File: src/rtl/adc_window_monitor_pkg.sv
// -----------------------------------------------------------------------------
// adc_mon_pkg
// Shared definitions for the ADC window monitor: sample width, FSM state
// encoding, fault cause codes and a saturating counter helper.
// No ports (package).
// -----------------------------------------------------------------------------
package adc_mon_pkg;

    localparam int ADC_DATA_W = 14;

    typedef logic [1:0] state_t;
    typedef logic [1:0] fault_code_t;

    // FSM states
    localparam state_t IDLE        = 2'd0;
    localparam state_t WAIT_SAMPLE = 2'd1;
    localparam state_t CHECK       = 2'd2;

    // Fault cause codes
    localparam fault_code_t FC_NONE    = 2'b00;
    localparam fault_code_t FC_RANGE   = 2'b01;
    localparam fault_code_t FC_TIMEOUT = 2'b10;
    localparam fault_code_t FC_FORMAT  = 2'b11;

    // 4-bit increment that sticks at 15
    function automatic logic [3:0] sat_inc4(input logic [3:0] v);
        return (v == 4'hF) ? v : v + 4'd1;
    endfunction

endpackage

File: src/rtl/adc_window_monitor_if.sv
// -----------------------------------------------------------------------------
// adc_window_monitor_if
// Bundle of all monitor signals except clk/rst.
//   master : pulse generator / ADC capture / control side (drives stimulus)
//   slave  : the monitor itself (drives results)
// Stimulus : laser_pulse, adc_data_valid, adc_data_value[15:0],
//            thr_low[13:0], thr_high[13:0], fault_clear
// Results  : sample_strobe, sample_out[13:0], fault, fault_code[1:0],
//            bad_count[3:0]; peak_max/peak_min[13:0] when ADC_MON_STATS_EN
// Optional feature macro: ADC_MON_STATS_EN
// -----------------------------------------------------------------------------
interface adc_window_monitor_if;
    import adc_mon_pkg::*;

    logic                  laser_pulse;
    logic                  adc_data_valid;
    logic [15:0]           adc_data_value;
    logic [ADC_DATA_W-1:0] thr_low;
    logic [ADC_DATA_W-1:0] thr_high;
    logic                  fault_clear;

    logic                  sample_strobe;
    logic [ADC_DATA_W-1:0] sample_out;
    logic                  fault;
    logic [1:0]            fault_code;
    logic [3:0]            bad_count;

`ifdef ADC_MON_STATS_EN
    logic [ADC_DATA_W-1:0] peak_max;
    logic [ADC_DATA_W-1:0] peak_min;

    modport master (
        output laser_pulse, adc_data_valid, adc_data_value, thr_low, thr_high, fault_clear,
        input  sample_strobe, sample_out, fault, fault_code, bad_count, peak_max, peak_min
    );
    modport slave (
        input  laser_pulse, adc_data_valid, adc_data_value, thr_low, thr_high, fault_clear,
        output sample_strobe, sample_out, fault, fault_code, bad_count, peak_max, peak_min
    );
`else
    modport master (
        output laser_pulse, adc_data_valid, adc_data_value, thr_low, thr_high, fault_clear,
        input  sample_strobe, sample_out, fault, fault_code, bad_count
    );
    modport slave (
        input  laser_pulse, adc_data_valid, adc_data_value, thr_low, thr_high, fault_clear,
        output sample_strobe, sample_out, fault, fault_code, bad_count
    );
`endif

endinterface

File: src/rtl/adc_window_monitor_pulse_timer.sv
// -----------------------------------------------------------------------------
// adc_pulse_timer
// Laser pulse rising-edge detector plus the sample timeout counter.
//   clk, rst   : clock, asynchronous active-high reset
//   pulse_i    : raw laser_pulse level
//   run_i      : high while the monitor is waiting for a sample
//   arm_o      : rising edge of laser_pulse this cycle (also restarts count)
//   expire_o   : waiting and the count has reached TIMEOUT_CYCLES-1
// -----------------------------------------------------------------------------
module adc_pulse_timer #(
    parameter int TIMEOUT_CYCLES = 64
) (
    input  logic clk,
    input  logic rst,
    input  logic pulse_i,
    input  logic run_i,
    output logic arm_o,
    output logic expire_o
);
    localparam logic [7:0] LAST_CNT = 8'(TIMEOUT_CYCLES - 1);

    logic       pulse_q;
    logic [7:0] cnt_q;
    logic [7:0] cnt_d;

    // Edge is taken against the live input so the monitor arms in the same
    // cycle the pulse rises.
    assign arm_o    = pulse_i & ~pulse_q;
    assign expire_o = run_i & (cnt_q == LAST_CNT);

    always_comb begin
        cnt_d = cnt_q;
        if (arm_o) begin
            cnt_d = 8'd0;
        end else if (run_i) begin
            cnt_d = cnt_q + 8'd1;
        end
    end

    always_ff @(posedge clk or posedge rst) begin
        if (rst) begin
            pulse_q <= 1'b0;
            cnt_q   <= 8'd0;
        end else begin
            pulse_q <= pulse_i;
            cnt_q   <= cnt_d;
        end
    end

endmodule

File: src/rtl/adc_window_monitor.sv
// -----------------------------------------------------------------------------
// adc_window_monitor
// Checks each ADC sample taken after a laser pulse against a programmable
// safe window, flags missing samples, counts consecutive bad events and
// latches a safety fault with the first cause code until cleared.
//   clk, rst : clock, asynchronous active-high reset
//   mon_if   : adc_window_monitor_if.slave (stimulus in, status out)
// Optional feature macro: ADC_MON_STATS_EN adds peak_max/peak_min tracking.
// -----------------------------------------------------------------------------
module adc_window_monitor
    import adc_mon_pkg::*;
#(
    parameter int TIMEOUT_CYCLES = 64,
    parameter int FAULT_COUNT    = 3
) (
    input  logic                 clk,
    input  logic                 rst,
    adc_window_monitor_if.slave  mon_if
);
    localparam logic [3:0] FAULT_LIMIT = 4'(FAULT_COUNT);

    state_t                state_q, state_d;
    logic [15:0]           data_q;
    logic                  sample_strobe_q;
    logic [ADC_DATA_W-1:0] sample_out_q;
    logic                  fault_q, fault_d;
    fault_code_t           fault_code_q, fault_code_d;
    logic [3:0]            bad_count_q, bad_count_d;

    logic                  arm, expire, capture, miss_evt;
    logic                  in_check, check_bad, check_good, bad_evt, would_latch;
    fault_code_t           check_code, evt_code;
    logic [3:0]            count_inc;
    logic [ADC_DATA_W-1:0] sample_val;

    adc_pulse_timer #(
        .TIMEOUT_CYCLES (TIMEOUT_CYCLES)
    ) u_timer (
        .clk      (clk),
        .rst      (rst),
        .pulse_i  (mon_if.laser_pulse),
        .run_i    (state_q == WAIT_SAMPLE),
        .arm_o    (arm),
        .expire_o (expire)
    );

    assign capture    = (state_q == WAIT_SAMPLE) & mon_if.adc_data_valid;
    assign in_check   = (state_q == CHECK);
    assign sample_val = data_q[ADC_DATA_W-1:0];

    // Next state and miss detection. A valid sample beats both a timeout and
    // a re-arming pulse in the same cycle.
    always_comb begin
        state_d  = state_q;
        miss_evt = 1'b0;
        case (state_q)
            IDLE: begin
                if (arm) state_d = WAIT_SAMPLE;
            end
            WAIT_SAMPLE: begin
                if (mon_if.adc_data_valid) begin
                    state_d = CHECK;
                end else if (arm) begin
                    miss_evt = 1'b1;          // previous pulse never got a sample
                end else if (expire) begin
                    miss_evt = 1'b1;
                    state_d  = IDLE;
                end
            end
            CHECK:   state_d = IDLE;
            default: state_d = IDLE;
        endcase
        if (mon_if.fault_clear) state_d = IDLE;
    end

    // Sample classification; format errors take precedence over range.
    always_comb begin
        check_code = FC_NONE;
        if (data_q[15:14] != 2'b00) begin
            check_code = FC_FORMAT;
        end else if ((sample_val < mon_if.thr_low) || (sample_val > mon_if.thr_high)) begin
            check_code = FC_RANGE;
        end
    end

    assign check_bad   = in_check & (check_code != FC_NONE);
    assign check_good  = in_check & (check_code == FC_NONE);
    assign bad_evt     = miss_evt | check_bad;
    assign evt_code    = miss_evt ? FC_TIMEOUT : check_code;
    assign count_inc   = sat_inc4(bad_count_q);
    assign would_latch = bad_evt & (count_inc >= FAULT_LIMIT);

    // Bad-event counter and fault latch. A latching event in the same cycle as
    // fault_clear wins and restarts the count at one.
    always_comb begin
        bad_count_d  = bad_count_q;
        fault_d      = fault_q;
        fault_code_d = fault_code_q;
        if (bad_evt) begin
            bad_count_d = count_inc;
            if (would_latch && !fault_q) begin
                fault_d      = 1'b1;
                fault_code_d = evt_code;
            end
        end else if (check_good) begin
            bad_count_d = 4'd0;
        end
        if (mon_if.fault_clear) begin
            if (would_latch) begin
                fault_d      = 1'b1;
                fault_code_d = evt_code;
                bad_count_d  = 4'd1;
            end else begin
                fault_d      = 1'b0;
                fault_code_d = FC_NONE;
                bad_count_d  = 4'd0;
            end
        end
    end

    always_ff @(posedge clk or posedge rst) begin
        if (rst) begin
            state_q         <= IDLE;
            data_q          <= 16'd0;
            sample_strobe_q <= 1'b0;
            sample_out_q    <= '0;
            fault_q         <= 1'b0;
            fault_code_q    <= FC_NONE;
            bad_count_q     <= 4'd0;
        end else begin
            state_q         <= state_d;
            sample_strobe_q <= in_check;
            fault_q         <= fault_d;
            fault_code_q    <= fault_code_d;
            bad_count_q     <= bad_count_d;
            if (capture)  data_q       <= mon_if.adc_data_value;
            if (in_check) sample_out_q <= sample_val;
        end
    end

    assign mon_if.sample_strobe = sample_strobe_q;
    assign mon_if.sample_out    = sample_out_q;
    assign mon_if.fault         = fault_q;
    assign mon_if.fault_code    = fault_code_q;
    assign mon_if.bad_count     = bad_count_q;

`ifdef ADC_MON_STATS_EN
    logic [ADC_DATA_W-1:0] peak_max_q;
    logic [ADC_DATA_W-1:0] peak_min_q;

    // Every accepted sample counts, good or bad; a clear always reloads.
    always_ff @(posedge clk or posedge rst) begin
        if (rst) begin
            peak_max_q <= '0;
            peak_min_q <= '1;
        end else if (mon_if.fault_clear) begin
            peak_max_q <= '0;
            peak_min_q <= '1;
        end else if (in_check) begin
            if (sample_val > peak_max_q) peak_max_q <= sample_val;
            if (sample_val < peak_min_q) peak_min_q <= sample_val;
        end
    end

    assign mon_if.peak_max = peak_max_q;
    assign mon_if.peak_min = peak_min_q;
`endif

endmodule

File: src/flat_wrapper.sv
// flat-port wrapper written by rule: the top's interface ports become plain ports
module adc_window_monitor_flat import adc_mon_pkg::*;
#(
    parameter int TIMEOUT_CYCLES = 64,
    parameter int FAULT_COUNT    = 3
)
  (clk, rst, mon_if_laser_pulse, mon_if_adc_data_valid, mon_if_adc_data_value, mon_if_thr_low, mon_if_thr_high, mon_if_fault_clear, mon_if_sample_strobe, mon_if_sample_out, mon_if_fault, mon_if_fault_code, mon_if_bad_count);
  adc_window_monitor_if mon_if_i ();
  input  logic clk;
  input  logic rst;
  input wire logic [$bits(mon_if_i.laser_pulse)-1:0] mon_if_laser_pulse;
  input wire logic [$bits(mon_if_i.adc_data_valid)-1:0] mon_if_adc_data_valid;
  input wire logic [$bits(mon_if_i.adc_data_value)-1:0] mon_if_adc_data_value;
  input wire logic [$bits(mon_if_i.thr_low)-1:0] mon_if_thr_low;
  input wire logic [$bits(mon_if_i.thr_high)-1:0] mon_if_thr_high;
  input wire logic [$bits(mon_if_i.fault_clear)-1:0] mon_if_fault_clear;
  output wire logic [$bits(mon_if_i.sample_strobe)-1:0] mon_if_sample_strobe;
  output wire logic [$bits(mon_if_i.sample_out)-1:0] mon_if_sample_out;
  output wire logic [$bits(mon_if_i.fault)-1:0] mon_if_fault;
  output wire logic [$bits(mon_if_i.fault_code)-1:0] mon_if_fault_code;
  output wire logic [$bits(mon_if_i.bad_count)-1:0] mon_if_bad_count;
  assign mon_if_i.laser_pulse = mon_if_laser_pulse;
  assign mon_if_i.adc_data_valid = mon_if_adc_data_valid;
  assign mon_if_i.adc_data_value = mon_if_adc_data_value;
  assign mon_if_i.thr_low = mon_if_thr_low;
  assign mon_if_i.thr_high = mon_if_thr_high;
  assign mon_if_i.fault_clear = mon_if_fault_clear;
  assign mon_if_sample_strobe = mon_if_i.sample_strobe;
  assign mon_if_sample_out = mon_if_i.sample_out;
  assign mon_if_fault = mon_if_i.fault;
  assign mon_if_fault_code = mon_if_i.fault_code;
  assign mon_if_bad_count = mon_if_i.bad_count;
  adc_window_monitor #(.TIMEOUT_CYCLES(TIMEOUT_CYCLES), .FAULT_COUNT(FAULT_COUNT)) u_core (.clk(clk), .rst(rst), .mon_if(mon_if_i));
endmodule
File: config.mk
export PLATFORM = sky130hd
export DESIGN_NAME = adc_window_monitor_flat
export DESIGN_NICKNAME = d
export VERILOG_FILES = /design/src/rtl/adc_window_monitor_pkg.sv /design/src/rtl/adc_window_monitor_if.sv /design/src/rtl/adc_window_monitor_pulse_timer.sv /design/src/rtl/adc_window_monitor.sv /design/src/flat_wrapper.sv
export SDC_FILE = /design/constraint.sdc
export NUM_CORES = 1
export LEC_CHECK = 0
export CAP_MARGIN = 20
export CORE_MARGIN = 4
export CORE_UTILIZATION = 40
export DETAILED_ROUTE_END_ITERATION = 10
export GPL_TIMING_DRIVEN = 1
export PLACE_DENSITY = 0.67
export SLEW_MARGIN = 25
export SYNTH_ARGS = -nofsm -noshare
export SYNTH_HDL_FRONTEND = slang
export SYNTH_SLANG_ARGS = --single-unit
File: constraint.sdc
create_clock -name clk -period 3 [get_ports clk]
set_clock_uncertainty 0.2 [all_clocks]
set_input_delay 0.9 -clock clk [delete_from_list [all_inputs] [get_ports clk]]
set_output_delay 0.9 -clock clk [all_outputs]
set_load 0.02 [all_outputs]
==> flow_summary.toml, run 1 <==
[status]
status = "finished clean"

[sta]
setup_slack_ns = 0.0925
fin_crit_sh = 0.969
period_needed_ns = 2.91
slew-limit-headroom = 0.661
rsz0062_at_grt = "yes"
worst_pin_slew_ns = 0.508
hold_violations = 0
drv_slew = 0
fmax_mhz = 344
setup_viol = 0

[finish]
seq_area_um2 = 1230
multi_input_area_um2 = 1510
final_cell_mix = "70 x clkdlybuf4s50_1, 55 x nand2_1, 49 x dfrtp_1"
instances_no_fill = 468
drive_gt1_frac = 0.132
fillers = 612
fin_nets = 449
final_common_cell = "clkdlybuf4s50_1"
diodes = 0
area_delta_synth_final_pct = 35.8

[synthesis]
synth.top_cell.area_share = 0.431
syn_area_per_cell_um2 = 9.72
synth_edf_count = 0
yosys_warnings = 0
syn_area_um2 = 2850
ys_async_sr_fraction = 1.00
synth.yosys.seq_area_share = 0.431
postSynthCellCount = 293
ys_types = 44
syn-num-nets = 371
synthTopCellsByArea = "dfrtp_1 43%, ha_1 13%, nand2_1 7.2%"
yosysTopAreaCell = "dfrtp_1"
ys.flop_type = "dfrtp_1"
ys_seq_elements = 49

[route]
vias = 2322
wire_per_inst_um = 14.4
viasPerCell = 4.96
ant_nets = 0
drt_iter0_markers = 86
drc = 0
dr.pass1.iters = 4
wl_um = 6760

[placed_design]
io_buffers = 70
gp_congestion = 0.817
dp_slack_ns = -0.309
hpwl_um = 5290
dp_cells = 460

[die]
floorplan.initialDensity = 0.415
die_h_um = 92.4
fp.dieW_um = 92.4
die_area_um2 = 8530
core_um2 = 6870
rows = 30
io_pins = 71

[setup_path]
worstPathRequired_ns = 3.00
end_kind = "flip-flop"
start_kind = "primary input"
criticalPathCategory = "in -> reg"
cp_max_fo = 4
crit_arrival_ns = 2.91

[global_route]
grt_pass1_wl_um = 11700
grt.busiest_layer = "met2"
antenna_found_initial = 0
grt_pass1_vias = 2451
grt.overflow.total = 0
grt.total_usage = 0.170
met3_usage = 0.0309
grt_max_degree = 30
grt_use_met1 = 0.224
met2_usage = 0.282

[power]
cellPowerDensity_nw_per_um2 = 583
p_int_uw = 1500
pwr-share-comb = 0.358
switching_share = 0.334
clock_power_share = 0.223
leakagePower_uw = 0.00183
sequentialPowerShare = 0.419
switchingPower_uw = 753
vdd_ir_drop_max_v = 0.000330

[cts]
insertion_delay_ns = 0.31
root_buffer = "clkbuf_8"
numCtsBuffers = 5
h-tree-depth = 2
clock-sinks = 49
ctsHoldBuffers = 0
clk_pin_slew_ns = 0.10
clock_tree.buffer_depth = 2
cts_tree = "built"

[hold_path]
hold_path.class = "reg -> reg"

[flow_run]
max-cap-violations = 0
[Yosys cell counts (3+ instances only)]
cell      number
nand2_1       55
o21ai_0        5
mux2_2        16
dfrtp_1       49
nand3_1        7
nor2_1        14
nor2b_1        4
clkbuf_1       4
a211oi_1       4
ha_1          29
nand4_1        5
a21oi_1       17
o22ai_1        3
inv_1         32
nand2b_1       8
xor2_1         5
[state kept, by name, summed over array words and instances (netlist names)]
| signal | cells |
|---|---|
| u_core.mon_if.sample_strobe | 1 |
| u_core.u_timer.cnt_q | 8 |
| u_core.state_q | 2 |
| u_core.data_q | 16 |
| u_core.mon_if.fault | 1 |
| u_core.mon_if.fault_code | 2 |
| u_core.mon_if.sample_out | 14 |
| u_core.u_timer.pulse_q | 1 |
| u_core.mon_if.bad_count | 4 |
[worst paths after layout]
kind / slack, ns / cells past startpoint / from / endpoint
setup reg to reg: 0.70 / 7 / u_core.data_q[13] / u_core.mon_if.fault_code[1]
max in group asynchronous: 1.35 / 3 / rst / u_core.u_timer.cnt_q[3]
min in group asynchronous: 0.73 / 2 / rst / u_core.mon_if.sample_out[8]
hold / removal: 0.28 / 2 / u_core.mon_if.sample_out[10] / u_core.mon_if.sample_out[10]
hold reg to reg: 0.28 / 2 / u_core.mon_if.sample_out[10] / u_core.mon_if.sample_out[10]
setup / recovery: 0.09 / 9 / mon_if_thr_low[11] / u_core.mon_if.fault_code[1]
[critical path, stage by stage]
cell and delay, ns:
clkdlybuf4s50_1 0.46, inv_1 0.04, ha_1 0.30, a21o_1 0.16
a21o_1 0.18, a211oi_2 0.23, and2_1 0.17, a211oi_2 0.10
a311o_1 0.37
[metrics by stage]
| stage | cell area (um^2) | utilization | setup TNS (ns) | hold WS (ns) | total power [uW] |
|---|---|---|---|---|---|
| finish | 3870 | 0.563 | 0 | 0.281 | 2250 |
| CTS | 3830 | 0.558 | 0 | 0.286 | 2260 |
| detailed placement | 3710 | 0.540 | -1.90 | 0.263 | 1750 |
| global placement | 3710 | 0.540 | -1.49 | 0.258 | 1720 |
| floorplan | 2850 | - | 0 | 0.249 | 1380 |
| global route | 3870 | 0.563 | -0.0208 | 0.325 | 2420 |
[repair_timing]
item | CTS | global route
resized for setup | 0 | 8
buffers inserted | 0 | 0
setup endpoints to repair | 0 | 7
[cells by family (layout without fill, tap and decap cells)]
kind of cell	after synthesis	in the layout	synth area share
compound gates	48	48	0.123
xor+xnor	7	7	0.0215
fa+ha+maj	29	29	0.127
buf+inv	39	118	0.0523
flops	49	49	0.431
mux	18	18	0.0703
simple gates	103	103	0.175
[power groups by stage]
stage	sequential [uW]	clock, uW	combinational (uW)
after global placement	952	0	769
after global routing	971	542	905
after CTS	944	514	797
final	945	502	807
after detailed placement	955	0	791
after floorplan	1010	0	371
[layout make-up]
class | instances | share of cell area
multi-input combinational | 205 | 0.390
sequential | 49 | 0.317
timing repair buffer | 78 | 0.200
inverter | 32 | 0.0311
tap | 96 | 0.0311
clock buffer | 6 | 0.0214
clock inverter | 2 | 0.00971
[routing by layer]
metal  wire (um)  share of wire  up-vias
met5           0              0        -
met4         127          0.019        0
met3         281          0.042       10
met2        3240           0.48       56
met1        3110           0.46     1105
li1            -              -     1151
Note: power is estimated with default switching activity, not from simulation.
==> run 2, diff against run 1 <==
- CORE_UTILIZATION: 40 -> 45
- GPL_ROUTABILITY_DRIVEN: not set -> 0
- PLACE_DENSITY: 0.67 -> 0.74
- REMOVE_ABC_BUFFERS: not set -> 1
==> run 2 against run 1 <==
Compared with the run above:
- wire length shrank 5.5%
- sequential cell count unchanged
- worst hold slack worse by 0.0023 ns
- largest power group unchanged
- utilization up 6.9 points
- largest cell class unchanged
- critical path type unchanged
- worst setup slack got worse by 0.038 ns
- cell area down 1.5%
==> flow_summary.toml, run 2 (same netlist as run 1, synthesis figures left out) <==
[status]
status = "finished clean"

[die]
die_area_um2 = 7670
die_h_um = 87.6
io_pins = 71
floorplan.initialDensity = 0.473
rows = 28
core_um2 = 6030
fp.dieW_um = 87.6

[cts]
clock-sinks = 49
insertion_delay_ns = 0.30
cts_tree = "built"
clock_tree.buffer_depth = 2
root_buffer = "clkbuf_8"
clk_pin_slew_ns = 0.09
h-tree-depth = 2
cts_resized = 0
post_cts_buffers = 0
ctsHoldBuffers = 0
numCtsBuffers = 5

[placed_design]
dp_slack_ns = -0.270
io_buffers = 70
hpwl_um = 4800
dp_cells = 440

[setup_path]
cp_slowest_cell = "clkdlybuf4s50_1"
start_kind = "primary input"
crit_end = "u_core.mon_if.fault_code[1]"
crit_arrival_ns = 2.99
ff2ff_setup_slack_ns = 0.71
end_kind = "flip-flop"
worstReg2RegStart = "u_core.data_q[13]"
criticalPathCategory = "in -> reg"
crit_start = "mon_if_thr_high[13]"
worstReg2RegEnd = "u_core.mon_if.fault_code[1]"
reg2reg_depth = 7
worstPathCellList = "clkdlybuf4s50_1 > inv_1 > ha_1 > and4_4 > nand2_1 > nor4b_2 > a211oi_1 > a211oi_2 > a311o_1"
cpPeakStageDelay_ns = 0.46
worstPathRequired_ns = 3.04
cp_max_fo = 4

[finish]
final_common_cell = "clkdlybuf4s50_1"
drive_gt1_frac = 0.129
fin_nets = 450
fillers = 513
diodes = 0
area_delta_synth_final_pct = 33.7
largest_register_ffs = 16
top_register = "u_core.data_q"
final_cell_mix = "70 x clkdlybuf4s50_1, 55 x nand2_1, 49 x dfrtp_1"
instances_no_fill = 448

[global_route]
grt_pass1_wl_um = 10700
grt.total_usage = 0.178
grt_pass1_vias = 2319
grt.overflow.total = 0
grt_max_degree = 50
antenna_found_initial = 0

[sta]
worst_pin_slew_ns = 0.623
drv_slew = 0
setup_viol = 0
fin_crit_sh = 0.982
hold_violations = 0
slew-limit-headroom = 0.584
setup_slack_ns = 0.0548
period_needed_ns = 2.95
fmax_mhz = 340

[flow_run]
max-cap-violations = 0

[route]
viasPerCell = 5.12
ant_nets = 0
dr.pass1.iters = 4
vias = 2292
wl_um = 6390
drt_iter0_markers = 113
wire_per_inst_um = 14.3
drc = 0

[power]
vdd_ir_drop_max_v = 0.000301
leakagePower_uw = 0.00182
cellPowerDensity_nw_per_um2 = 567

[hold_path]
hold_path.class = "reg -> reg"
run 2: area by class of cell:
type                            instances  area (um^2)  area share
Clock buffer                            6         82.6      0.0217
Clock inverter                          2         13.8     0.00361
Inverter                               32          120      0.0315
Multi-Input combinational cell        205         1500       0.395
Sequential cell                        49         1230       0.322
Tap cell                               75         93.8      0.0246
Timing Repair Buffer                   79          768       0.202
run 2: worst min-delay path by stage:
stage,from,to,depth (start not counted)
detailed placement,u_core.mon_if.sample_out[4],u_core.mon_if.sample_out[4],2
finish,u_core.mon_if.sample_out[4],u_core.mon_if.sample_out[4],2
global route,u_core.mon_if.sample_out[12],u_core.mon_if.sample_out[12],2
CTS,u_core.mon_if.sample_out[4],u_core.mon_if.sample_out[4],2
global placement,u_core.mon_if.sample_out[11],u_core.mon_if.sample_out[11],2
floorplan,u_core.state_q[1],u_core.state_q[0],1
run 2: worst max-delay path, delay by kind of cell:
kind / cells / cell delay, ns
adder cells (fa/ha/maj): 1 / 0.35
AO/OA/AOI/OAI: 3 / 0.61
buffers and inverters: 2 / 0.52
AND/OR/NAND/NOR: 3 / 0.60
run 2: per-layer routing:
layer  GRT usage  share of wire
met5           0              0
met4      0.0474          0.012
met1       0.234           0.46
met2       0.302           0.48
met3      0.0348          0.051
run 2: per-stage QoR:
step                      cell area (um^2)  hold WS (ns)  total power (uW)   util  TNS (ns)
final                                 3810         0.279              2160  0.632         0
after global routing                  3810         0.308              2320  0.632   -0.0127
after CTS                             3780         0.285              2160  0.627         0
after detailed placement              3680         0.262              1740  0.611     -1.52
after global placement                3680         0.256              1720  0.611     -1.29
after floorplan                       2820         0.249              1380      -         0
run 2: power by group:
part	internal [uW]	switching, uW	leakage [uW]	total, uW
Combinational	425	386	0.00114	811
Clock	187	223	0.0000512	411
Sequential	807	129	0.000631	936
Total	1420	738	0.00182	2160
==> run 3, diff against run 2 <==
- CORE_UTILIZATION: 45 -> 40
- PLACE_DENSITY: 0.74 -> 0.67
==> run 3 against run 2 <==
Compared with the run above:
- sequential power about the same
- utilization down 7.2 points
- first-iteration DRC count shrank 27%
- critical endpoint unchanged
==> flow_summary.toml, run 3 (same netlist as run 1, synthesis figures left out) <==
[cts]
numCtsBuffers = 5
insertion_delay_ns = 0.31
h-tree-depth = 2
root_buffer = "clkbuf_8"
clock-sinks = 49
cts_tree = "built"
clk_pin_slew_ns = 0.09
clock_tree.buffer_depth = 2

[placed_design]
io_buffers = 70
hpwl_um = 4910
dp_cells = 462
dp_slack_ns = -0.273

[route]
viasPerCell = 4.83
drc = 0
vias = 2268
ant_nets = 0
dr.pass1.iters = 4
wire_per_inst_um = 13.9
wl_um = 6550
drt_iter0_markers = 83

[sta]
worst_pin_slew_ns = 0.502
fmax_mhz = 344
hold_violations = 0
setup_tns_ns = 0
setup_viol = 0
fin_crit_sh = 0.970
drv_slew = 0
period_needed_ns = 2.91
whs_ns = 0.277
slew-limit-headroom = 0.665
setup_slack_ns = 0.0891

[die]
io_pins = 71
floorplan.initialDensity = 0.415
core_um2 = 6870
die_area_um2 = 8530
rows = 30
die_h_um = 92.4
fp.dieW_um = 92.4

[finish]
largest_register_ffs = 16
drive_gt1_frac = 0.131
final_common_cell = "clkdlybuf4s50_1"
final_cell_mix = "70 x clkdlybuf4s50_1, 55 x nand2_1, 49 x dfrtp_1"
area_delta_synth_final_pct = 35.1
fillers = 628
fin_nets = 451
top_register = "u_core.data_q"
diodes = 0
instances_no_fill = 470

[power]
finalPower_uw = 2140
cellPowerDensity_nw_per_um2 = 557
leakagePower_uw = 0.00182
vdd_ir_drop_max_v = 0.000301

[global_route]
grt.total_usage = 0.156
grt_max_degree = 29
grt_pass1_wl_um = 10700
grt.overflow.total = 0
grt_pass1_vias = 2241
antenna_found_initial = 0

[setup_path]
crit_arrival_ns = 2.91
criticalPathCategory = "in -> reg"
cp_slowest_cell = "clkdlybuf4s50_1"
worstPathRequired_ns = 3.00
worstPathCellList = "clkdlybuf4s50_1 > inv_1 > ha_1 > a21o_1 > a21o_1 > a211oi_2 > and2_1 > a211oi_2 > a311o_1"
cp_max_fo = 4
cpPeakStageDelay_ns = 0.46
start_kind = "primary input"
end_kind = "flip-flop"

[status]
status = "finished clean"

[hold_path]
hold_path.class = "reg -> reg"

[flow_run]
max-cap-violations = 0
run 3: layout make-up:
type / count / area, um^2 / area share
Clock buffer: 6 / 72.6 / 0.0189
Clock inverter: 2 / 15.0 / 0.00390
Inverter: 32 / 120 / 0.0312
Multi-Input combinational cell: 205 / 1510 / 0.391
Sequential cell: 49 / 1230 / 0.319
Tap cell: 96 / 120 / 0.0312
Timing Repair Buffer: 80 / 788 / 0.205
run 3: per-layer routing:
layer	routed length [um]	track usage
met5	0	0
met4	82	0.0408
met3	263	0.0333
met2	3120	0.256
met1	3080	0.209
run 3: path summary, 6_finish.rpt:
kind                                               from                      endpoint  slack [ns]  cells after the start
max                                  mon_if_thr_low[11]   u_core.mon_if.fault_code[1]        0.09                      9
min                        u_core.mon_if.sample_out[10]  u_core.mon_if.sample_out[10]        0.28                      2
max reg2reg                           u_core.data_q[11]   u_core.mon_if.fault_code[1]        0.75                      7
min reg2reg                u_core.mon_if.sample_out[10]  u_core.mon_if.sample_out[10]        0.28                      2
max in group asynchronous                           rst              u_core.data_q[9]        1.34                      3
min in group asynchronous                           rst       u_core.u_timer.cnt_q[5]        0.74                      2
run 3: timing repair:
action	4_1_cts	5_1_grt
endpoints found under the setup margin	0	7
gates resized for setup	0	7
hold buffers	0	0
setup buffers	0	0
run 3: stage by stage:
step / area (um^2) / utilization
after floorplan: 2820 / -
after global placement: 3730 / 0.543
after detailed placement: 3730 / 0.543
after CTS: 3810 / 0.555
after global routing: 3850 / 0.560
final: 3850 / 0.560
run 3: report_power, final:
| part | switching, uW | total [uW] | leakage [uW] | internal (uW) |
|---|---|---|---|---|
| clock | 229 | 394 | 0.0000374 | 165 |
| combinational | 385 | 813 | 0.00115 | 428 |
| sequential | 129 | 936 | 0.000631 | 807 |
run 3: critical path: cells and delay by family:
family | cells | cell delay [ns]
adders and majority gates | 1 | 0.30
and+or+nand+nor | 1 | 0.17
AOI/OAI and AO/OA | 5 | 1.05
buffers and inverters | 2 | 0.50
